File: config.mk
export PLATFORM = sky130hd
export DESIGN_NAME = serial_subtractor
export DESIGN_NICKNAME = d
export VERILOG_FILES = /design/src/rtl/serial_subtractor.sv
export SDC_FILE = /design/constraint.sdc
export NUM_CORES = 1
export LEC_CHECK = 0
export CORE_UTILIZATION = 35
export DETAILED_ROUTE_END_ITERATION = 10
export GPL_TIMING_DRIVEN = 0
export PLACE_DENSITY = 0.65
export SETUP_SLACK_MARGIN = 0.2
export SYNTH_ARGS = -nofsm -noshare
export SYNTH_HDL_FRONTEND = slang
export SYNTH_SLANG_ARGS = --single-unit
File: constraint.sdc
create_clock -name clk -period 1.5 [get_ports clk]
set_input_delay 0.15 -clock clk [delete_from_list [all_inputs] [get_ports clk]]
set_output_delay 0.15 -clock clk [all_outputs]
set_load 0.03 [all_outputs]
File: src/rtl/serial_subtractor.sv
// Bit-serial subtractor: diff = a - b - bin, one bit per clock LSB first,
// through a single full-subtractor cell and a borrow flop.
module serial_subtractor #(
    parameter int WIDTH = 8
) (
    input  logic             clk,
    input  logic             rst,
    input  logic             start,
    input  logic [WIDTH-1:0] a,
    input  logic [WIDTH-1:0] b,
    input  logic             bin,
    output logic             busy,
    output logic             done,
    output logic [WIDTH-1:0] diff,
    output logic             bout,
    output logic             bit_out,
    output logic             bit_valid
);
    localparam int CW = $clog2(WIDTH + 1);
    localparam logic [CW-1:0] LAST = CW'(WIDTH - 1);

    typedef enum logic {IDLE, SHIFT} state_t;

    state_t           state, state_n;
    logic [WIDTH-1:0] ra, rb, res;
    logic [WIDTH-1:0] ra_n, rb_n, res_n, diff_n;
    logic [CW-1:0]    cnt, cnt_n;
    logic             brw, brw_n, bout_n, done_n, bit_out_n, bit_valid_n;
    logic             d, nb;

    // Full-subtractor cell on the current LSBs and the stored borrow.
    assign d  = ra[0] ^ rb[0] ^ brw;
    assign nb = (~ra[0] & rb[0]) | (~(ra[0] ^ rb[0]) & brw);

    // busy is a pure decode of the state flop, so it is still registered.
    assign busy = (state == SHIFT);

    always_ff @(posedge clk) begin
        if (rst) begin
            state     <= IDLE;
            ra        <= '0;
            rb        <= '0;
            res       <= '0;
            brw       <= 1'b0;
            cnt       <= '0;
            diff      <= '0;
            bout      <= 1'b0;
            done      <= 1'b0;
            bit_out   <= 1'b0;
            bit_valid <= 1'b0;
        end else begin
            state     <= state_n;
            ra        <= ra_n;
            rb        <= rb_n;
            res       <= res_n;
            brw       <= brw_n;
            cnt       <= cnt_n;
            diff      <= diff_n;
            bout      <= bout_n;
            done      <= done_n;
            bit_out   <= bit_out_n;
            bit_valid <= bit_valid_n;
        end
    end

    always_comb begin
        state_n     = state;
        ra_n        = ra;
        rb_n        = rb;
        res_n       = res;
        brw_n       = brw;
        cnt_n       = cnt;
        diff_n      = diff;
        bout_n      = bout;
        done_n      = 1'b0;
        bit_out_n   = bit_out;
        bit_valid_n = 1'b0;
        case (state)
            IDLE: begin
                if (start) begin
                    ra_n    = a;
                    rb_n    = b;
                    brw_n   = bin;
                    cnt_n   = '0;
                    state_n = SHIFT;
                end
            end
            SHIFT: begin
                ra_n              = ra >> 1;
                rb_n              = rb >> 1;
                // Shift-then-set keeps this valid for WIDTH=1 as well.
                res_n             = res >> 1;
                res_n[WIDTH-1]    = d;
                brw_n             = nb;
                cnt_n             = cnt + 1'b1;
                bit_out_n         = d;
                bit_valid_n       = 1'b1;
                if (cnt == LAST) begin
                    diff_n  = res_n;
                    bout_n  = nb;
                    done_n  = 1'b1;
                    state_n = IDLE;
                end
            end
            default: state_n = IDLE;
        endcase
    end
endmodule

==> results of run 1 <==
[metal layers]
metal | track usage [%] | share of wire, % | vias to the layer above
li1 | - | - | 603
met1 | 16.5 | 45 | 568
met2 | 23.9 | 47 | 33
met3 | 4.91 | 6.1 | 9
met4 | 6.67 | 1.6 | 0
met5 | 0 | 0 | -
[report_power, final]
group / switching, mW / internal, mW / total (mW)
logic: 0.128 / 0.150 / 0.278
clock network: 0.358 / 0.375 / 0.734
registers: 0.0227 / 1.10 / 1.13
[cell families after synthesis]
kind of cell | synth area share, %
buffers and inverters | 5.44
multiplexers | 23.7
flip-flops | 49.0
AO/OA/AOI/OAI | 9.34
XOR/XNOR | 0.536
adder cells (fa/ha/maj) | 1.99
AND/OR/NAND/NOR | 9.95
[cell usage in the layout, fill, tap and decap left out, types with 4 or more instances in the layout]
| cell type | Yosys | layout |
|---|---|---|
| inv_1 | 6 | 6 |
| a21oi_1 | 4 | 4 |
| mux2i_1 | 23 | 23 |
| a22o_1 | 9 | 9 |
| dfxtp_1 | 40 | 39 |
| clkdlybuf4s50_1 | 0 | 18 |
| dlygate4sd2_1 | 0 | 14 |
| clkbuf_8 | 0 | 6 |
| buf_2 | 5 | 4 |
| mux2_2 | 14 | 14 |
| nor2_1 | 24 | 24 |
[stage by stage]
stage / utilization (%) / hold slack, ps / setup slack (ps) / TNS, ps
3_3_place_gp: 45.8 / 454 / -82.9 / -887
4_1_cts: 47.8 / 480 / 215 / 0
2_1_floorplan: - / 218 / 280 / 0
3_5_place_dp: 45.8 / 457 / -143 / -1200
6_report: 48.2 / 475 / 238 / 0
5_1_grt: 48.2 / 508 / 193 / 0
[final cells by class]
type | count | area, µm² | share of cell area [%]
plain buffers | 10 | 72.6 | 3.41
clock buffers | 8 | 90.1 | 4.23
flip-flops and latches | 40 | 802 | 37.7
inverters | 6 | 22.5 | 1.06
multi-input cells | 94 | 774 | 36.4
well taps | 52 | 65.1 | 3.06
repair buffers | 32 | 303 | 14.2
[how the worst max path moves through the flow]
stage	depth (start not counted)	to	slack [ps]	start
after floorplan	5	diff[6]	280	busy
after global placement	5	ra[4]	-80	start
after detailed placement	5	ra[5]	-140	start
after CTS	3	bout	210	cnt[0]
after global routing	4	res[2]	190	busy
final	3	bout	240	cnt[0]
[timing repair]
action                                  in CTS  in global routing
endpoints found under the setup margin      27                 10
pin swaps                                    0                  1
gates cloned                                 0                  1
resized for setup                           16                  2
[critical path: stages (launching register included)]
cell	delay, ps
dfxtp_1	370
ha_2	270
a41oi_2	220
a22o_1	290
[flip-flops by register name, summed over array words and instances (netlist names)]
signal	flops
ra	8
rb	8
bit_valid	1
brw	1
bout	1
res	6
cnt	4
bit_out	1
done	1
busy	1
diff	8
==> run_results.csv, run 1 <==
group,metric,value,unit
clock_network,cts_root_buf,"clkbuf_8",
clock_network,clkLatencyLatePin,290,ps
clock_network,htreeDepth,2,
die,io_pins,33,
grt,grt_start_max_net_pins,12,
sta,rsz0062_at_grt,"yes",
pwr,p_total,2.14,mW
layout,drive_above_1_share,18.9,%
placed_design,dpl.cell_count,233,
synth,syn_nets,171,
worst_setup_path,critPathCaptureType,"flip-flop",
clock_network,cts_setup_buffers,0,
synth,ys_top_cells_by_area,"dfxtp_1 49%, mux2i_1 14%, mux2_2 9.6%",
worst_setup_path,r2r_cells,3,
clock_network,cts_buffers,5,
placed_design,io_buffers,32,
sta,relSlewSlack,75.8,%
sta,maxSlewViolCount,0,
grt,grt_pass1_vias,1196,
synth,synth-seq-area-share,49.0,%
routing,detail_route.vias_per_cell,5.01,
worst_setup_path,cp-start-kind,"flip-flop",
hold_path,hold_path_depth,1,
hold_path,hold_end,"diff[2]",
synth,syn_inst,149,
clock_network,clock_sinks,40,
clock_network,cts_tree,"built",
grt,grt_pass1_wl,5.49,mm
synth,synthArstFlopShare,0,%
hold_path,hp-start,"diff[2]",
die,die_y,70.3,µm
sta,skew,5.59,ps
outcome,outcome,"finished clean",
routing,dr.pass1.iters,2,
worst_setup_path,cp.arrival,1450,ps
hold_path,min_path_type,"reg -> reg",
placed_design,placement.cell_area,2020,µm²
layout,final_cells,242,
routing,wl,3.23,mm
routing,drt-initial-drc-count,43,
die,core_region_area,4410,µm²
synth,yosysTopAreaCellShare,49.0,%
sta,post-route-period-util,84.1,%
worst_setup_path,path_max_fanout,5,
clock_network,cts_buffer_depth,2,
worst_setup_path,worstPathRequired,1690,ps
grt,track_usage,14.4,%
clock_network,holdBufCountCts,0,
die,initial_core_util,37.0,%
synth,yosys_warnings,0,
routing,wl_per_cell,13.3,µm
flow_run,cap_violations,0,
routing,final_antenna_net_count,0,
layout,syn_to_final_growth,30.3,%
routing,vias,1213,
synth,ys_top_cells_by_count,"40 x dfxtp_1, 24 x nor2_1, 23 x mux2i_1, 14 x mux2_2, 9 x a22o_1",
placed_design,gp_congestion,0.701,
clock_network,clkTransAtPathRegs,70,ps
layout,fin_area,2130,µm²
sta,finalCriticalPeriod,1260,ps
layout,diodes,0,
synth,synth.distinct_cells,23,
sta,hold_viol,0,
worst_setup_path,rr_endpoint,"bout",
die,rows,24,
sta,setup_viol,0,
die,dieArea,4950,µm²
sta,tightest_slew,364,ps
placed_design,place_hpwl,2.23,mm
layout,nets,211,
layout,fillers,425,
synth,syn_area_per_cell,11.0,µm²
synth,synth_edf_count,0,
pwr,pwr_density_cell,1000,nW/µm²
synth,yosys.area.top_type,"dfxtp_1",
worst_setup_path,rrSetupSlack,240,ps
synth,synth_ff_type,"dfxtp_1",
synth,ys_ff_latch,40,
routing,drc,0,
pwr,p_leak,0.916,nW
synth,syn_area,1630,µm²
grt,grt_overflow,0,
die,die_w,70.3,µm
worst_setup_path,reg2reg_from,"cnt[0]",
grt,antenna_found_initial,0,
pwr,peakVddDrop,0.485,mV
worst_setup_path,path_class,"reg -> reg",
synth,yosysMostFrequentCell,"dfxtp_1",
sta,fmax,793,MHz
Power figures use the tool's default switching activity.
==> run 2, diff against run 1 <==
Settings changed: PLACE_DENSITY 0.65 to 0.67.
Clock period 1.5 ns to 1.15 ns, I/O delays scaled along.
==> run 2 against run 1 <==
  * The flow now finishes with violations (setup timing)
  * Register-to-register slack worse by 270 ps
  * Worst setup slack worse by 270 ps
  * Sequential cell count unchanged
  * Maximum frequency up 7.1%
  * Highest routed layer unchanged
==> run_results.csv, run 2 (same netlist as run 1, synthesis figures left out) <==
group,metric,value,unit
outcome,outcome,"finished, violations left",
outcome,violations,"setup timing",
layout,syn_to_final_growth,37.4,%
clock_network,cts_buffers,5,
worst_setup_path,startpoint,"busy",
sta,tightest_slew,352,ps
die,initial_core_util,37.0,%
layout,drive_above_1_share,36.7,%
pwr,p_total,2.89,mW
layout,final_cell_mix,"32 x dfxtp_1, 24 x nor2_1, 23 x mux2i_1, 17 x clkdlybuf4s50_1, 15 x buf_4",
layout,layout_commonest_cell,"dfxtp_1",
clock_network,cts_buffer_depth,2,
placed_design,io_buffers,32,
sta,fin_ws,-27.9,ps
sta,maxSlewViolCount,0,
die,dieArea,4950,µm²
flow_run,cap_violations,0,
routing,drt-initial-drc-count,36,
die,core_region_area,4410,µm²
worst_setup_path,cp.arrival,1360,ps
grt,grt_pass1_vias,1214,
sta,finalCriticalPeriod,1180,ps
worst_setup_path,endpoint,"diff[4]",
layout,reg_top3,"diff x8, ra x8, rb x8",
routing,vias,1227,
pwr,peakVddDrop,0.691,mV
grt,grt_start_max_net_pins,13,
grt,track_usage,15.1,%
worst_setup_path,r2r_cells,5,
routing,final_antenna_net_count,0,
sta,finalSetupTns,-108,ps
clock_network,cts_tree,"built",
die,die_y,70.3,µm
placed_design,gp_congestion,0.712,
routing,detail_route.vias_per_cell,4.95,
clock_network,clkTransAtPathRegs,80,ps
die,rows,24,
clock_network,htreeDepth,2,
routing,dr.pass1.iters,4,
worst_setup_path,cp-start-kind,"flip-flop",
layout,fin_area,2240,µm²
worst_setup_path,reg2reg_from,"busy",
die,io_pins,33,
layout,final_cells,248,
clock_network,clock_sinks,40,
grt,antenna_found_initial,0,
hold_path,min_path_type,"in -> reg",
layout,nets,217,
sta,whs,447,ps
sta,rsz0062_at_grt,"yes",
grt,grt_overflow,0,
layout,diodes,0,
placed_design,dpl.cell_count,233,
sta,skew,8.30,ps
sta,post-route-period-util,102,%
sta,setup_viol,6,
worst_setup_path,path_class,"reg -> reg",
worst_setup_path,rr_endpoint,"diff[4]",
placed_design,placement.cell_area,2040,µm²
routing,drc,0,
sta,fmax,849,MHz
pwr,p_leak,0.935,nW
routing,wl_per_cell,13.9,µm
sta,hold_viol,0,
placed_design,place_hpwl,2.30,mm
clock_network,clkLatencyLatePin,290,ps
worst_setup_path,path_max_fanout,7,
clock_network,cts_root_buf,"clkbuf_8",
die,die_w,70.3,µm
sta,relSlewSlack,76.5,%
worst_setup_path,worstPathRequired,1330,ps
grt,grt_pass1_wl,5.81,mm
pwr,pwr_density_cell,1290,nW/µm²
worst_setup_path,rrSetupSlack,-30,ps
worst_setup_path,critPathCaptureType,"flip-flop",
hold_path,hold_path_depth,3,
routing,wl,3.46,mm
[run 2: repair_timing]
item,in CTS,in global routing
setup endpoints to repair,52,46
resized for setup,91,18
hold buffers,0,0
buffers inserted,4,1
pin swaps,7,3
gates cloned,1,1
[run 2: through the flow]
step	setup slack (ps)	utilization, %
after detailed placement	-456	46.2
final	-27.9	50.9
after global placement	-398	46.2
after global routing	-49.6	50.9
after floorplan	0.428	-
after CTS	-21.1	49.8
[run 2: layer usage]
layer | vias up | GRT usage (%) | wire, µm
met5 | - | 0 | 0
met3 | 7 | 5.19 | 173
met1 | 568 | 18.1 | 1610
li1 | 619 | - | -
met2 | 33 | 24.6 | 1620
met4 | 0 | 6.00 | 59
[run 2: area by class of cell]
type / count / area (µm²)
sequential: 40 / 816
fill: 406 / 2170
buffer: 10 / 80.1
clock buffer: 8 / 100
inverter: 6 / 22.5
tap: 52 / 65.1
multi-input combinational: 94 / 823
timing repair buffer: 38 / 338
[run 2: how the worst min path moves through the flow]
stage / from / endpoint / slack (ps)
2_1_floorplan: rst / bit_valid / 180
3_3_place_gp: res[1] / diff[0] / 450
3_5_place_dp: diff[1] / diff[1] / 470
4_1_cts: rst / bit_valid / 340
5_1_grt: rst / bit_valid / 450
6_report: rst / bit_valid / 450
[run 2: power breakdown]
group	switching, mW	total, mW	internal, mW
Combinational	0.185	0.406	0.221
Clock	0.465	1.01	0.547
Sequential	0.0345	1.47	1.44
Total	0.684	2.89	2.21
[run 2: critical path, stage by stage, from the launching register on]
cell and delay, ps:
dfxtp_4 350, buf_8 120, nor2b_4 120, and4_4 170, buf_6 130, a22o_1 180
